[src/rtl/vga_plot_arbiter.sv]
// Sole driver of the vga_adapter write port: round-robin burst arbitration between pixel
// requesters, plus a background-copy engine that sweeps a full-screen ROM image.
module vga_plot_arbiter #(
    parameter int NREQ  = 3,
    parameter int XW    = 9,
    parameter int YW    = 8,
    parameter int CW    = 12,
    parameter int SCR_W = 320,
    parameter int SCR_H = 240,
    parameter int AW    = 17
) (
    input  logic                 clk,
    input  logic                 resetn,
    input  logic [NREQ-1:0]      req,
    input  logic [NREQ-1:0]      last,
    input  logic [NREQ*XW-1:0]   req_x,
    input  logic [NREQ*YW-1:0]   req_y,
    input  logic [NREQ*CW-1:0]   req_c,
    output logic [NREQ-1:0]      gnt,
    input  logic                 bg_start,
    input  logic                 bg_sel,
    output logic [AW-1:0]        rom_addr,
    input  logic [CW-1:0]        rom_q_b,
    input  logic [CW-1:0]        rom_q_t,
    output logic                 bg_busy,
    output logic                 bg_done,
    output logic [XW-1:0]        x,
    output logic [YW-1:0]        y,
    output logic [CW-1:0]        colour,
    output logic                 plot
);

    localparam int IW = (NREQ > 1) ? $clog2(NREQ) : 1;
    localparam logic [AW-1:0] LAST_ADDR = AW'(SCR_W * SCR_H - 1);
    localparam logic [XW-1:0] LAST_X    = XW'(SCR_W - 1);

    typedef enum logic [1:0] {IDLE, BURST, BG_RUN, BG_FLUSH} state_t;

    state_t          state, state_next;
    logic [IW-1:0]   rr_ptr, owner, pick, cand;
    logic            pick_valid;
    logic            bg_pend, sel_q, flush_cnt;
    logic            bg_take, accept, accept_last;
    logic [XW-1:0]   bx;
    logic [YW-1:0]   by;
    logic [AW-1:0]   addr;
    logic            s1_valid, s1_last, s2_valid, s2_last, out_last;
    logic [XW-1:0]   s1_x, s2_x;
    logic [YW-1:0]   s1_y, s2_y;

    // First requester strictly after rr_ptr in cyclic order, so the last owner goes last.
    always_comb begin
        pick       = '0;
        pick_valid = 1'b0;
        cand       = '0;
        for (int k = 1; k <= NREQ; k++) begin
            cand = IW'((int'(rr_ptr) + k) % NREQ);
            if (!pick_valid && req[cand]) begin
                pick       = cand;
                pick_valid = 1'b1;
            end
        end
    end

    // A start request is ignored while a copy is already running or draining.
    assign bg_take     = bg_start && (state != BG_RUN) && (state != BG_FLUSH);
    assign accept      = (state == BURST) && req[owner];
    assign accept_last = accept && last[owner];

    always_comb begin
        state_next = state;
        case (state)
            IDLE: begin
                if (bg_pend || bg_start)
                    state_next = BG_RUN;
                else if (pick_valid)
                    state_next = BURST;
            end
            BURST:    if (accept_last) state_next = IDLE;
            BG_RUN:   if (addr == LAST_ADDR) state_next = BG_FLUSH;
            BG_FLUSH: if (flush_cnt) state_next = IDLE;
            default:  state_next = IDLE;
        endcase
    end

    always_ff @(posedge clk or negedge resetn) begin
        if (!resetn) begin
            state     <= IDLE;
            rr_ptr    <= IW'(NREQ - 1);
            owner     <= '0;
            gnt       <= '0;
            bg_pend   <= 1'b0;
            sel_q     <= 1'b0;
            bg_busy   <= 1'b0;
            bg_done   <= 1'b0;
            flush_cnt <= 1'b0;
            bx        <= '0;
            by        <= '0;
            addr      <= '0;
            rom_addr  <= '0;
        end else begin
            state   <= state_next;
            bg_done <= out_last;
            if (bg_take)
                sel_q <= bg_sel;
            if (bg_take)
                bg_busy <= 1'b1;
            else if (out_last)
                bg_busy <= 1'b0;

            case (state)
                IDLE: begin
                    bg_pend   <= 1'b0;
                    flush_cnt <= 1'b0;
                    bx        <= '0;
                    by        <= '0;
                    addr      <= '0;
                    if (state_next == BURST) begin
                        owner <= pick;
                        gnt   <= NREQ'(1) << pick;
                    end
                end
                BURST: begin
                    if (bg_take)
                        bg_pend <= 1'b1;
                    if (accept_last) begin
                        rr_ptr <= owner;
                        gnt    <= '0;
                    end
                end
                BG_RUN: begin
                    // Running address counter keeps addr == by*SCR_W + bx without a multiplier.
                    rom_addr <= addr;
                    addr     <= addr + 1'b1;
                    if (bx == LAST_X) begin
                        bx <= '0;
                        by <= by + 1'b1;
                    end else begin
                        bx <= bx + 1'b1;
                    end
                end
                BG_FLUSH: flush_cnt <= 1'b1;
                default: ;
            endcase
        end
    end

    // Coordinates trail the issued address by the ROM latency plus the output register.
    always_ff @(posedge clk or negedge resetn) begin
        if (!resetn) begin
            s1_valid <= 1'b0;
            s1_last  <= 1'b0;
            s1_x     <= '0;
            s1_y     <= '0;
            s2_valid <= 1'b0;
            s2_last  <= 1'b0;
            s2_x     <= '0;
            s2_y     <= '0;
            out_last <= 1'b0;
            x        <= '0;
            y        <= '0;
            colour   <= '0;
            plot     <= 1'b0;
        end else begin
            s1_valid <= (state == BG_RUN);
            s1_last  <= (state == BG_RUN) && (addr == LAST_ADDR);
            s1_x     <= bx;
            s1_y     <= by;
            s2_valid <= s1_valid;
            s2_last  <= s1_last;
            s2_x     <= s1_x;
            s2_y     <= s1_y;
            out_last <= s2_last;
            if (s2_valid) begin
                x      <= s2_x;
                y      <= s2_y;
                colour <= sel_q ? rom_q_b : rom_q_t;
                plot   <= 1'b1;
            end else if (accept) begin
                x      <= req_x[int'(owner)*XW +: XW];
                y      <= req_y[int'(owner)*YW +: YW];
                colour <= req_c[int'(owner)*CW +: CW];
                plot   <= 1'b1;
            end else begin
                plot   <= 1'b0;
            end
        end
    end

endmodule

[config.mk]
export PLATFORM = sky130hd
export DESIGN_NAME = vga_plot_arbiter
export DESIGN_NICKNAME = d
export VERILOG_FILES = /design/src/rtl/vga_plot_arbiter.sv
export SDC_FILE = /design/constraint.sdc
export NUM_CORES = 1
export LEC_CHECK = 0
export CAP_MARGIN = 30
export CORE_AREA = 5 5 156 98
export DETAILED_ROUTE_END_ITERATION = 6
export DIE_AREA = 0 0 161 103
export MAX_ROUTING_LAYER = met4
export PLACE_DENSITY = 0.79
export SLEW_MARGIN = 20
export SYNTH_ARGS = -nofsm -noshare
export SYNTH_HDL_FRONTEND = slang
export SYNTH_SLANG_ARGS = --single-unit
[constraint.sdc]
create_clock -name clk -period 4.6 [get_ports clk]
set_clock_uncertainty 0.15 [all_clocks]
set_input_delay 0.46 -clock clk [delete_from_list [all_inputs] [get_ports clk]]
set_output_delay 0.46 -clock clk [all_outputs]
set_load 0.01 [all_outputs]
Word level (Yosys, flattened, before mapping) --
Cells that the tools add are included.
Storage, ports and cells: register bits after elaboration 134, bits in latches 0, memory bits (writable) 0, memory bits (read-only) 0, logic and storage cells 122, memories kept 0
Cells by class: add/sub/neg operators 6, multiply operators 2, div/mod/pow operators 3, $lt $le $gt $ge 4, equality and inequality tests 12, shift-type cells 4, muxes and demuxes 44, bitwise gates (word level) 0, reduce and logical (&&, ||, !) cells 21
Operators by type and width (count):
- 32-bit by 3-bit remainder unit with 32-bit output, second input constant | 3
- 12-bit 2-to-1 mux | 3
- 36-bit by 7-bit variable part select with 12-bit output | 1
- 17-bit case mux with 2 select lines | 1
- 9-bit 2-to-1 mux | 3
- 27-bit by 7-bit variable part select with 9-bit output | 1
- 8-bit 2-to-1 mux | 3
- 24-bit by 6-bit variable part select with 8-bit output | 1
- 9-bit case mux with 2 select lines | 1
- 17-bit by 1-bit adder with 17-bit output, second input constant | 1
- 17-bit == test, second input constant | 1
- 2-bit 2-to-1 mux | 8
- 8-bit case mux with 2 select lines | 1
- 1-bit 2-to-1 mux | 13
- 2-bit by 3-bit < comparator with 1-bit output, second input constant | 4
- 2-bit != test, second input constant | 6
- 1-bit binary-select mux with 2-bit select | 5
- 2-bit nonzero test | 5
- 9-bit by 1-bit adder with 9-bit output, second input constant | 1
- 9-bit == test, second input constant | 1
- 8-bit by 1-bit adder with 8-bit output, second input constant | 1
- 2-bit case mux with 4 select lines | 1
- 2-bit AND reduction | 4
- 1-bit logical AND | 7
- other kinds (14) | 20

Depth between registers and ports, before layout --
depth in word-level cells 17, gate-level depth with buffers 8

Worst setup path after synthesis --
No wires, ideal clock.
kind register -> register, start register rr_ptr[0], end register gnt[0], library setup time 0.128 ns, arrival 2.206 ns, setup slack 2.117 ns, stages on the path, launching flop included 8, buffers on the path 0, cell sequence dfrtp_1 > inv_1 > ha_1 > mux2_4 > a222oi_1 > nor3b_2 > a311oi_2 > mux2_1
Between the ends: cells in the longest elaborated chain, start to end 17
Ends and longest elaborated chain:
- start: declaration | line 40 | logic [IW-1:0] rr_ptr, owner, pick, cand;
- start signal: assignment | line 89 | rr_ptr <= IW'(NREQ - 1);
- start signal: assignment | line 127 | rr_ptr <= owner;
- 2-bit by 1-bit adder with 3-bit output | line 57 | cand = IW'((int'(rr_ptr) + k) % NREQ);
- 32-bit by 3-bit remainder unit with 32-bit output | line 57
- 1-bit binary-select mux with 2-bit select | line 58 | if (!pick_valid && req[cand]) begin
- 1-bit 2-to-1 mux (implied by the code) | line 58
- 1-bit 2-to-1 mux | line 58
- 1-bit logical NOT | line 58
- 1-bit logical AND | line 58
- 1-bit 2-to-1 mux | line 58
- 1-bit logical NOT | line 58
- 1-bit logical AND | line 58
- 1-bit 2-to-1 mux | line 58
- 2-bit 2-to-1 mux | line 76 | else if (pick_valid)
- 2-bit 2-to-1 mux | line 74 | if (bg_pend || bg_start)
- 2-bit case mux with 4 select lines | line 72 | case (state)
- 2-bit by 1-bit == test with 1-bit output | line 118 | if (state_next == BURST) begin
- 2-bit != test (no line)
- 3-bit AND reduction (no line)
- end signal: assignment | line 120 | gnt <= NREQ'(1) << pick;
- end: declaration | line 19 | output logic [NREQ-1:0] gnt,
Several ways; a longest one is shown, not always the timed one. The select of a mux whose other input is x is not followed. A chain may end at the register's enable or synchronous reset.

Final worst setup path --
Ends and elaborated chain as after synthesis.

==> reports/qor.json <==
{
  "avgRoutedWirePerCell": {"value": 17.0, "unit": "µm"},
  "path_type_of_the_worst_min_delay_path": {"value": "reg2reg"},
  "synth.distinct_cells": {"value": 54},
  "syn2layout_area_growth": {"value": 38.3, "unit": "%"},
  "comb_power_share": {"value": 0.354},
  "via_count": {"value": 5190},
  "max-vdd-ir-drop": {"value": 0.000316, "unit": "V"},
  "finalWirelength": {"value": 16.5, "unit": "mm"},
  "clock_sinks": {"value": 134},
  "ports_placed_on_the_boundary": {"value": 173},
  "synthSimpleGateAreaFrac": {"value": 0.121},
  "grt_start_max_net_pins": {"value": 91},
  "worst-path-max-fanout": {"value": 5},
  "cts_buffer_depth": {"value": 2},
  "gp_routability_congestion": {"value": 0.847},
  "timing.final.crit_share": {"value": 0.590},
  "synth_nets": {"value": 743},
  "number_of_flops_mapped_to_enable_cells_by_yosys": {"value": 0},
  "setup_total_negative_slack": {"value": 0, "unit": "ns"},
  "postSynth.topFlopCell": {"value": "dfrtp_1"},
  "cts_max_level": {"value": 4},
  "total_cts_buffers": {"value": 17},
  "finalSetupViolations": {"value": 0},
  "postSynth.asyncResetShare": {"value": 1.00},
  "intPower": {"value": 2.94, "unit": "mW"},
  "critPathRequiredTime": {"value": 4.74, "unit": "ns"},
  "chipHeight": {"value": 103, "unit": "µm"},
  "ant_nets": {"value": 0},
  "timing.setup.critical_path_class": {"value": "reg2reg"},
  "synthMuxAreaShare": {"value": 0.163},
  "final_max_slew_viol_count": {"value": 0},
  "cts_resized": {"value": 0},
  "detailed_place_hpwl": {"value": 11.9, "unit": "mm"},
  "core_region_area": {"value": 0.0140, "unit": "mm²"},
  "synthesis_stage_register_bit_count": {"value": 134},
  "nNetsFinal": {"value": 908},
  "max_cap_viol_count": {"value": 0},
  "detail_route.iter0.violations": {"value": 371},
  "final_layout_size_suffix_gt1_frac": {"value": 0.104},
  "synthesis.area": {"value": 0.00644, "unit": "mm²"},
  "unrepaired_setup_endpoints_after_global_routing": {"value": "no"},
  "final_non_filler_cell_total": {"value": 968},
  "postSynthCellCount": {"value": 611},
  "max_freq": {"value": 369, "unit": "MHz"},
  "dieWidth": {"value": 161, "unit": "µm"},
  "postCtsSetupRepairBufs": {"value": 0},
  "cellLeakagePower": {"value": 3.97, "unit": "nW"},
  "number_of_global_route_vias_before_repair": {"value": 5234},
  "cts_tree": {"value": "built"},
  "port-buffer-count": {"value": 172},
  "count_of_unresolved_drc_violations_after_routing": {"value": 0},
  "drtPass1Iterations": {"value": 5},
  "global_route.usage.total": {"value": 0.210},
  "clock_latency_of_the_later_clocked_register_in_the_worst_skew_pair": {"value": 0.41, "unit": "ns"},
  "crit_arrival": {"value": 2.85, "unit": "ns"},
  "critical_path_endpoint_category": {"value": "flop"},
  "synthAdderAreaFrac": {"value": 0.0214},
  "synth.yosys.warnings": {"value": 0},
  "worstSetupStartpointType": {"value": "flop"},
  "n_antenna_cell": {"value": 0},
  "tightest_slew": {"value": 0.948, "unit": "ns"},
  "clock_power_share": {"value": 0.292},
  "synth.yosys.seq_area_share": {"value": 0.521},
  "powerDensity": {"value": 498, "unit": "mW/mm²"},
  "dieArea": {"value": 0.0166, "unit": "mm²"},
  "antenna_violations_before_repair": {"value": 0},
  "number_of_cells_after_detailed_placement": {"value": 935},
  "via_per_inst": {"value": 5.36},
  "power.share.sequential": {"value": 0.354},
  "synth_top_family_by_area": {"value": "multiplexers"},
  "final-hold-violation-count": {"value": 0},
  "fin_crit": {"value": 2.71, "unit": "ns"},
  "max_stage_delay": {"value": 0.42, "unit": "ns"},
  "post_place_cell_area": {"value": 0.00830, "unit": "mm²"},
  "net_switching_fraction_of_the_power": {"value": 0.337},
  "clkTransAtPathRegs": {"value": 0.06, "unit": "ns"},
  "compound_cell_area_share_of_the_yosys_netlist": {"value": 0.130},
  "grt_pass1_wl": {"value": 27.2, "unit": "mm"},
  "slew_headroom": {"value": 0.366},
  "cts_root_buf": {"value": "clkbuf_16"},
  "globalRoute.totalOverflow": {"value": 0},
  "critical_path.slowest_cell": {"value": "dfrtp_1"},
  "result_of_the_run": {"value": "finished, final reports clean"},
  "netSwitchingPower": {"value": 1.49, "unit": "mW"},
  "stdcell_area": {"value": 0.00891, "unit": "mm²"},
  "start_util": {"value": 0.462},
  "synthXorXnorAreaFrac": {"value": 0.0150},
  "path_cells": {"value": "inv_1 -> ha_1 -> mux2_4 -> a222oi_1 -> nor3b_2 -> a311oi_2 -> mux2_1"},
  "rows": {"value": 34},
  "synthesis.area_per_instance": {"value": 10.5, "unit": "µm²"}
}
power groups by stage:
stage,clock [mW],combinational (mW),sequential [mW]
after floorplan,0,0.956,1.55
after global placement,0,1.52,1.58
after detailed placement,0,1.56,1.59
after CTS,1.33,1.58,1.57
after global routing,1.38,1.72,1.61
final,1.30,1.57,1.57
layout by cell type, fill, tap and decap left out, types with 4 or more instances in the layout:
cell             count
a21o_1               4
nand2_1             94
a31oi_1              5
clkinvlp_4           5
o21ai_0             98
nor2b_1              4
ha_1                11
and3_1               5
buf_4                6
clkdlybuf4s50_1    171
mux2i_1             62
a21oi_1             10
nor4_1               4
xor2_1               9
and2_1               6
inv_1               13
nand3_1             13
nor2_1              11
clkbuf_16           17
mux2_2              34
nor3b_1              4
nand4_1              5
dfrtp_1            131
area by class of cell:
cell class	count	area (µm²)
Fill cell	1096	5050
Sequential cell	134	3360
Multi-Input combinational cell	430	2910
Timing Repair Buffer	180	1800
Clock buffer	19	443
Tap cell	180	225
Clock inverter	12	130
Inverter	13	48.8
repair_timing:
action                                  4_1_cts  5_1_grt
endpoints found under the setup margin        0        0
endpoints found under the hold margin        47        0
hold buffers                                  1        0
kinds of logic after synthesis:
group                    count (synthesis)
AND/OR/NAND/NOR                        164
AO/OA/AOI/OAI                          144
flip-flops                             134
multiplexers                           100
buffers and inverters                   47
XOR/XNOR                                11
adder cells (fa/ha/maj)                 11
cell usage after synthesis, types with 2 or more instances:
cell	instances	area [µm²]
mux2_1	3	33.8
buf_2	7	35.0
nand2_1	95	357
a21o_1	4	30.0
o31ai_1	3	22.5
nand3_1	13	65.1
o41ai_1	3	26.3
nand3b_1	2	15.0
a31oi_1	5	31.3
nor2_1	11	41.3
nor3_1	3	15.0
clkbuf_1	23	86.3
a21oi_1	10	50.1
mux2i_1	62	621
inv_1	13	48.8
nor2b_1	5	31.3
ha_1	11	138
a22o_1	3	26.3
o21ai_0	98	490
dfrtp_1	133	3330
nand4_1	5	31.3
xor2_1	9	78.8
buf_1	4	15.0
o2bb2ai_1	2	17.5
mux2_2	34	383
nand2b_1	3	18.8
a32o_1	2	20.0
o22ai_1	3	18.8
nor4_1	4	25.0
and2_1	6	37.5
nor3b_1	4	30.0
xnor2_1	2	17.5
and3_1	5	31.3
path summary, 6_finish.rpt:
path	slack, ns	from	depth (start not counted)	end
max	1.89	rr_ptr[0]	7	gnt[0]
max reg2reg	1.89	rr_ptr[0]	7	gnt[0]
min	0.19	s1_x[0]	0	s2_x[0]
min in group asynchronous	0.52	resetn	2	addr[13]
max in group asynchronous	2.69	resetn	3	by[1]
min reg2reg	0.19	s1_x[0]	0	s2_x[0]
stage by stage:
step	hold WS (ns)	util	power (mW)	setup WS (ns)
2_1_floorplan	0.0144	-	2.51	2.12
3_3_place_gp	0.183	0.595	3.11	1.78
3_5_place_dp	0.185	0.595	3.16	1.68
4_1_cts	0.198	0.637	4.48	1.89
5_1_grt	0.201	0.638	4.71	1.66
6_report	0.194	0.638	4.44	1.89
registers in the layout, indices dropped and copies added, names as in the netlist, 2 cells and up:
| register | cells |
|---|---|
| addr | 17 |
| y | 8 |
| by | 8 |
| s1_x | 9 |
| bx | 9 |
| s1_y | 8 |
| x | 9 |
| s2_y | 8 |
| rom_addr | 17 |
| s2_x | 9 |
| colour | 12 |
| gnt | 3 |
| owner | 2 |
| state | 2 |
| rr_ptr | 2 |
routing by layer:
layer / part of all wire / GRT usage / routed length (µm)
met5: 0 / - / 0
met1: 0.46 / 0.273 / 7530
met2: 0.48 / 0.336 / 7890
met4: 0.0072 / 0.0564 / 118
met3: 0.058 / 0.0487 / 952
worst max-delay path: cells and delay by family (launching register included):
family,cells,cell delay [ns]
compound gates,2,0.56
fa+ha+maj,1,0.40
buf+inv,1,0.08
flops,1,0.42
mux,2,0.67
simple gates,1,0.32
(Power assumes the default switching activity.)
